<file path="src/rtl/sonic_vc_packet_arbiter.sv">
// rtl/sonic_vc_packet_arbiter.sv - two-channel packet-granular round-robin stream arbiter
//
// Merges two packet streams (virtual channels 0 and 1) onto one registered output
// stream. A packet is never interleaved with the other channel. Each output beat is
// tagged with its source channel.
//
// Ports:
//   clk, reset              clock, synchronous active-high reset
//   in0_* / in1_*           per-channel input streams (valid/ready/data/sop/eop/empty)
//   out_*                   merged output stream plus out_channel source tag
//   pkt_count0/1            EOP beats accepted per channel (only with SONIC_VC_ARB_PKT_COUNT_EN)
//   pkt_count_clear         zeroes both packet counters (only with SONIC_VC_ARB_PKT_COUNT_EN)
//
// Optional feature macro: SONIC_VC_ARB_PKT_COUNT_EN

module sonic_vc_packet_arbiter #(
    parameter int DATA_WIDTH  = 128,
    parameter int EMPTY_WIDTH = 2
) (
    input  logic                   clk,
    input  logic                   reset,

    input  logic                   in0_valid,
    output logic                   in0_ready,
    input  logic [DATA_WIDTH-1:0]  in0_data,
    input  logic                   in0_startofpacket,
    input  logic                   in0_endofpacket,
    input  logic [EMPTY_WIDTH-1:0] in0_empty,

    input  logic                   in1_valid,
    output logic                   in1_ready,
    input  logic [DATA_WIDTH-1:0]  in1_data,
    input  logic                   in1_startofpacket,
    input  logic                   in1_endofpacket,
    input  logic [EMPTY_WIDTH-1:0] in1_empty,

`ifdef SONIC_VC_ARB_PKT_COUNT_EN
    input  logic                   pkt_count_clear,
    output logic [31:0]            pkt_count0,
    output logic [31:0]            pkt_count1,
`endif

    output logic                   out_valid,
    input  logic                   out_ready,
    output logic                   out_channel,
    output logic [DATA_WIDTH-1:0]  out_data,
    output logic                   out_startofpacket,
    output logic                   out_endofpacket,
    output logic [EMPTY_WIDTH-1:0] out_empty
);

    typedef enum logic [1:0] {
        ST_IDLE  = 2'd0,
        ST_BUSY0 = 2'd1,
        ST_BUSY1 = 2'd2
    } state_t;

    state_t                 state_q, state_d;
    logic                   last_grant_q, last_grant_d;

    logic                   out_valid_q;
    logic                   out_channel_q;
    logic [DATA_WIDTH-1:0]  out_data_q;
    logic                   out_sop_q;
    logic                   out_eop_q;
    logic [EMPTY_WIDTH-1:0] out_empty_q;

    logic                   pipe_ready;
    logic                   acc0;
    logic                   acc1;

    // The output slice can take a beat when it is empty or being drained this cycle.
    assign pipe_ready = out_ready || !out_valid_q;

    assign acc0 = in0_valid && in0_ready;
    assign acc1 = in1_valid && in1_ready;

    // Ready / next-state. In IDLE a channel's ready is derived from the other channel's
    // valid and the pointer only, never from its own valid, so the two readies are only
    // both high when at most one side is valid and the accepts stay mutually exclusive.
    always_comb begin
        state_d      = state_q;
        last_grant_d = last_grant_q;
        in0_ready    = 1'b0;
        in1_ready    = 1'b0;

        case (state_q)
            ST_IDLE: begin
                in0_ready = pipe_ready && (!in1_valid || last_grant_q);
                in1_ready = pipe_ready && (!in0_valid || !last_grant_q);
            end
            ST_BUSY0: in0_ready = pipe_ready;
            ST_BUSY1: in1_ready = pipe_ready;
            default: ;
        endcase

        case (state_q)
            ST_IDLE: begin
                if (acc0) begin
                    last_grant_d = 1'b0;
                    if (!in0_endofpacket) begin
                        state_d = ST_BUSY0;
                    end
                end else if (acc1) begin
                    last_grant_d = 1'b1;
                    if (!in1_endofpacket) begin
                        state_d = ST_BUSY1;
                    end
                end
            end
            ST_BUSY0: begin
                if (acc0 && in0_endofpacket) begin
                    state_d = ST_IDLE;
                end
            end
            ST_BUSY1: begin
                if (acc1 && in1_endofpacket) begin
                    state_d = ST_IDLE;
                end
            end
            default: state_d = ST_IDLE;
        endcase
    end

    always_ff @(posedge clk) begin
        if (reset) begin
            state_q      <= ST_IDLE;
            last_grant_q <= 1'b1;
        end else begin
            state_q      <= state_d;
            last_grant_q <= last_grant_d;
        end
    end

    // Output register slice; payload is held while stalled.
    always_ff @(posedge clk) begin
        if (reset) begin
            out_valid_q   <= 1'b0;
            out_channel_q <= 1'b0;
            out_data_q    <= '0;
            out_sop_q     <= 1'b0;
            out_eop_q     <= 1'b0;
            out_empty_q   <= '0;
        end else if (acc0 || acc1) begin
            out_valid_q   <= 1'b1;
            out_channel_q <= acc1;
            out_data_q    <= acc1 ? in1_data          : in0_data;
            out_sop_q     <= acc1 ? in1_startofpacket : in0_startofpacket;
            out_eop_q     <= acc1 ? in1_endofpacket   : in0_endofpacket;
            out_empty_q   <= acc1 ? in1_empty         : in0_empty;
        end else if (out_ready) begin
            out_valid_q   <= 1'b0;
        end
    end

    assign out_valid         = out_valid_q;
    assign out_channel       = out_channel_q;
    assign out_data          = out_data_q;
    assign out_startofpacket = out_sop_q;
    assign out_endofpacket   = out_eop_q;
    assign out_empty         = out_empty_q;

`ifdef SONIC_VC_ARB_PKT_COUNT_EN
    logic [31:0] pkt_count0_q;
    logic [31:0] pkt_count1_q;

    // Clear wins over a same-cycle increment; counters wrap naturally.
    always_ff @(posedge clk) begin
        if (reset || pkt_count_clear) begin
            pkt_count0_q <= '0;
            pkt_count1_q <= '0;
        end else begin
            if (acc0 && in0_endofpacket) begin
                pkt_count0_q <= pkt_count0_q + 32'd1;
            end
            if (acc1 && in1_endofpacket) begin
                pkt_count1_q <= pkt_count1_q + 32'd1;
            end
        end
    end

    assign pkt_count0 = pkt_count0_q;
    assign pkt_count1 = pkt_count1_q;
`endif

endmodule

</file>
<file path="config.mk">
export PLATFORM = sky130hd
export DESIGN_NAME = sonic_vc_packet_arbiter
export DESIGN_NICKNAME = d
export VERILOG_FILES = /design/src/rtl/sonic_vc_packet_arbiter.sv
export SDC_FILE = /design/constraint.sdc
export NUM_CORES = 1
export LEC_CHECK = 0
export CAP_MARGIN = 20
export CORE_AREA = 2 2 156 158
export DETAILED_ROUTE_END_ITERATION = 10
export DIE_AREA = 0 0 158 160
export PLACE_DENSITY = 0.67
export RECOVER_POWER = 50
export SYNTH_ARGS = -nofsm -noshare
export SYNTH_HDL_FRONTEND = slang
export SYNTH_SLANG_ARGS = --single-unit
</file>
<file path="constraint.sdc">
create_clock -name clk -period 1.7 [get_ports clk]
set_clock_uncertainty 0.05 [all_clocks]
set_input_delay 0.17 -clock clk [delete_from_list [all_inputs] [get_ports clk]]
set_output_delay 0.17 -clock clk [all_outputs]
set_load 0.005 [all_outputs]
</file>
==> results.py <==
metrics = {
    "sta": {
        "tightestPinTransition_ns": 0.6171,
        "timing.final.max_slew_violations": 0,
        "setup_repair_after_global_routing_missed_its_margin": "true",
        "worst_hold_slack_ns": 0.2531,
        "fin_crit_sh": 0.9705,
        "max_clock_freq_mhz": 606.1,
        "slew_headroom": 0.5886,
        "final_setup_violation_count": 0,
        "layout_min_cycle_time_ns": 1.650,
        "finalHoldViolations": 0,
        "setup_total_negative_slack_ns": 0,
    },
    "routing": {
        "wirelength_um": 24660,
        "routedWlPerCell_um": 16.36,
        "dr.first_iter.drc_count": 310,
        "via_count": 7126,
        "detail_route.vias_per_cell": 4.729,
        "detail_route.drc_violations": 0,
        "ant_nets": 0,
        "drt_first_pass_iters": 4,
    },
    "yosys": {
        "count_of_mapped_cells_out_of_synthesis": 761,
        "synthesis.nets": 1030,
        "netlist_area_sq_um": 5912,
        "synth_sequential_area_ratio": 0.4639,
        "yosysUniqueCellTypes": 26,
        "synth.ff_latch_count": 137,
        "post_synth.cell_area_avg_sq_um": 7.769,
        "synth.yosys.warnings": 0,
        "synth_edf_count": 0,
        "synthArstFlopShare": 0,
        "synth_flop_cell": "dfxtp_1",
    },
    "floorplan": {
        "die-width_um": 158,
        "top_level_ports": 405,
        "die_y_um": 160,
        "floorplan.die_area_sq_um": 25280,
        "std_cell_rows": 57,
        "start_util": 0.2482,
        "design.core.area_sq_um": 23820,
    },
    "setup_path": {
        "worstPathRequired_ns": 1.97,
        "critical_path_peak_fanout": 54,
        "worst_setup_path_end_kind": "flip-flop",
        "criticalPathCategory": "reg -> reg",
        "worstPathArrival_ns": 1.92,
        "timing.critical_path.from_type": "flip-flop",
    },
    "final_layout": {
        "layout.nets": 1439,
        "layoutNonFillerInstCount": 1507,
        "drive_gt1_frac": 0.1023,
        "areaGrowthSynthToFinish_pct": 93.88,
        "area_of_the_multi_input_gates_sq_um": 2909,
        "antennaDiodeCount": 0,
        "number_of_fillers_in_the_final_layout": 2340,
        "post_route_core_utilization": 0.4812,
        "ff_latch_area_sq_um": 2745,
        "fin_area_sq_um": 11460,
    },
    "clock_tree": {
        "cts.root.buffer_cell": "clkbuf_16",
        "clk_pin_slew_ns": 0.06,
        "cts.path.max_buffers": 2,
        "clock_insertion_delay_worst_skew_ns": 0.41,
        "clock_buffer_count_from_cts": 17,
        "h-tree-depth": 4,
        "clkSinkCount": 137,
        "clock_tree_from_tritoncts": "done",
        "post_cts_buffers": 0,
        "cts_hold_repair.buffers": 0,
    },
    "global_route": {
        "first_global_vias": 6941,
        "grt_first_pass_wirelength_um": 37070,
        "initial_antenna_violation_count": 0,
        "globalRouteOverflowTotal": 0,
        "largest_net_degree_at_the_start_of_global_routing": 55,
        "grt.total_usage": 0.1856,
    },
    "placed_design": {
        "detailed_place_hpwl_um": 18170,
        "buffers_on_ports": 404,
        "placedCellCount": 1475,
        "postPlaceCellArea_sq_um": 10760,
        "place_congestion": 0.8109,
    },
    "run_status": {
        "outcome": "finished clean",
    },
    "run": {
        "cap_viol_max_count": 0,
    },
    "power": {
        "vdd_ir_drop_max_v": 0.0005542,
        "pwr_density_cell_nw_per_um2": 1020,
        "power_leakage_nw": 4.541,
    },
    "worst_hold_path": {
        "timing.hold.worst.class": "in -> reg",
    },
}
==> state kept, by name (all words and copies together) (netlist names) <==
name               flops
out_startofpacket      1
out_valid              1
out_empty              2
last_grant_q           1
out_data             128
out_channel            1
out_endofpacket        1
state_q                2
==> layout by cell type, fill, tap and decap left out, types with 2 or more instances in the layout <==
cell | synthesis | final
nor2_1 | 137 | 137
a211oi_1 | 130 | 111
a211oi_2 | 0 | 19
inv_6 | 0 | 4
nand2_1 | 134 | 134
buf_4 | 14 | 34
clkbuf_16 | 0 | 17
clkinvlp_4 | 0 | 3
bufinv_16 | 0 | 2
a21oi_1 | 133 | 133
clkinv_4 | 0 | 2
clkdlybuf4s50_1 | 0 | 280
buf_12 | 0 | 24
dfxtp_1 | 137 | 135
dlygate4sd3_1 | 0 | 121
dfxtp_2 | 0 | 2
clkbuf_8 | 0 | 2
==> area by class of cell <==
type | instances | share of cell area
tap | 324 | 0.03537
multi-input combinational | 550 | 0.2538
timing repair buffer | 464 | 0.4193
clock inverter | 12 | 0.01223
clock buffer | 20 | 0.03984
sequential | 137 | 0.2395
==> stage by stage <==
step / setup WS (ns) / total power, mW
2_1_floorplan: 0.09632 / 5.575
3_3_place_gp: -0.2528 / 8.039
3_5_place_dp: -0.3349 / 8.075
4_1_cts: 0.0009952 / 11.93
5_1_grt: -0.01583 / 12.33
6_report: 0.05014 / 11.69
==> cell usage after synthesis, types with 2 or more instances <==
master	instances	area, sq um
a211oi_1	130	975.9
a21oi_1	133	665.6
buf_2	27	135.1
buf_4	14	105.1
buf_6	2	22.52
clkbuf_1	30	112.6
dfxtp_1	137	2743
nand2_1	134	503.0
nor2_1	137	514.2
==> final timing paths <==
| kind | from | end | slack [ns] | cells after the start |
|---|---|---|---|---|
| worst max-delay path | state_q[0] | out_data[97] | 0.05 | 5 |
| worst min register to register | out_endofpacket | out_endofpacket | 0.43 | 2 |
| worst max register to register | state_q[0] | out_data[97] | 0.05 | 5 |
| worst min-delay path | reset | out_data[39] | 0.25 | 2 |
==> power by group <==
part	switching, mW	internal, mW
clock network	1.54	2.26
registers	0.257	3.72
logic	1.70	2.21
==> cell families after synthesis <==
group / synth area share
flops: 0.4639
compound gates: 0.2857
simple gates: 0.1862
buf+inv: 0.06413
==> repair_timing <==
item                                   in CTS  in global routing
endpoints found under the hold margin       0                  0
setup endpoints to repair                   2                 48
pin swaps                                   1                  7
gates resized for setup                     7                 24
==> critical path: stages (launching register included) <==
cell and delay, ns:
dfxtp_2 0.32, or3b_4 0.42, nand3_4 0.13, buf_16 0.24, a21oi_1 0.12, a211oi_1 0.24
==> layer usage <==
metal  global-route usage  wire length [um]  up-vias  share of wire
met4              0.05774               490        0          0.020
met5                    0                 0        -              0
met1               0.2142              9873     3317           0.40
li1                     -                 -     3474              -
met2               0.3184             12040      298           0.49
met3              0.06703              2250       37          0.091
Note: power is estimated with default switching activity, not from simulation.
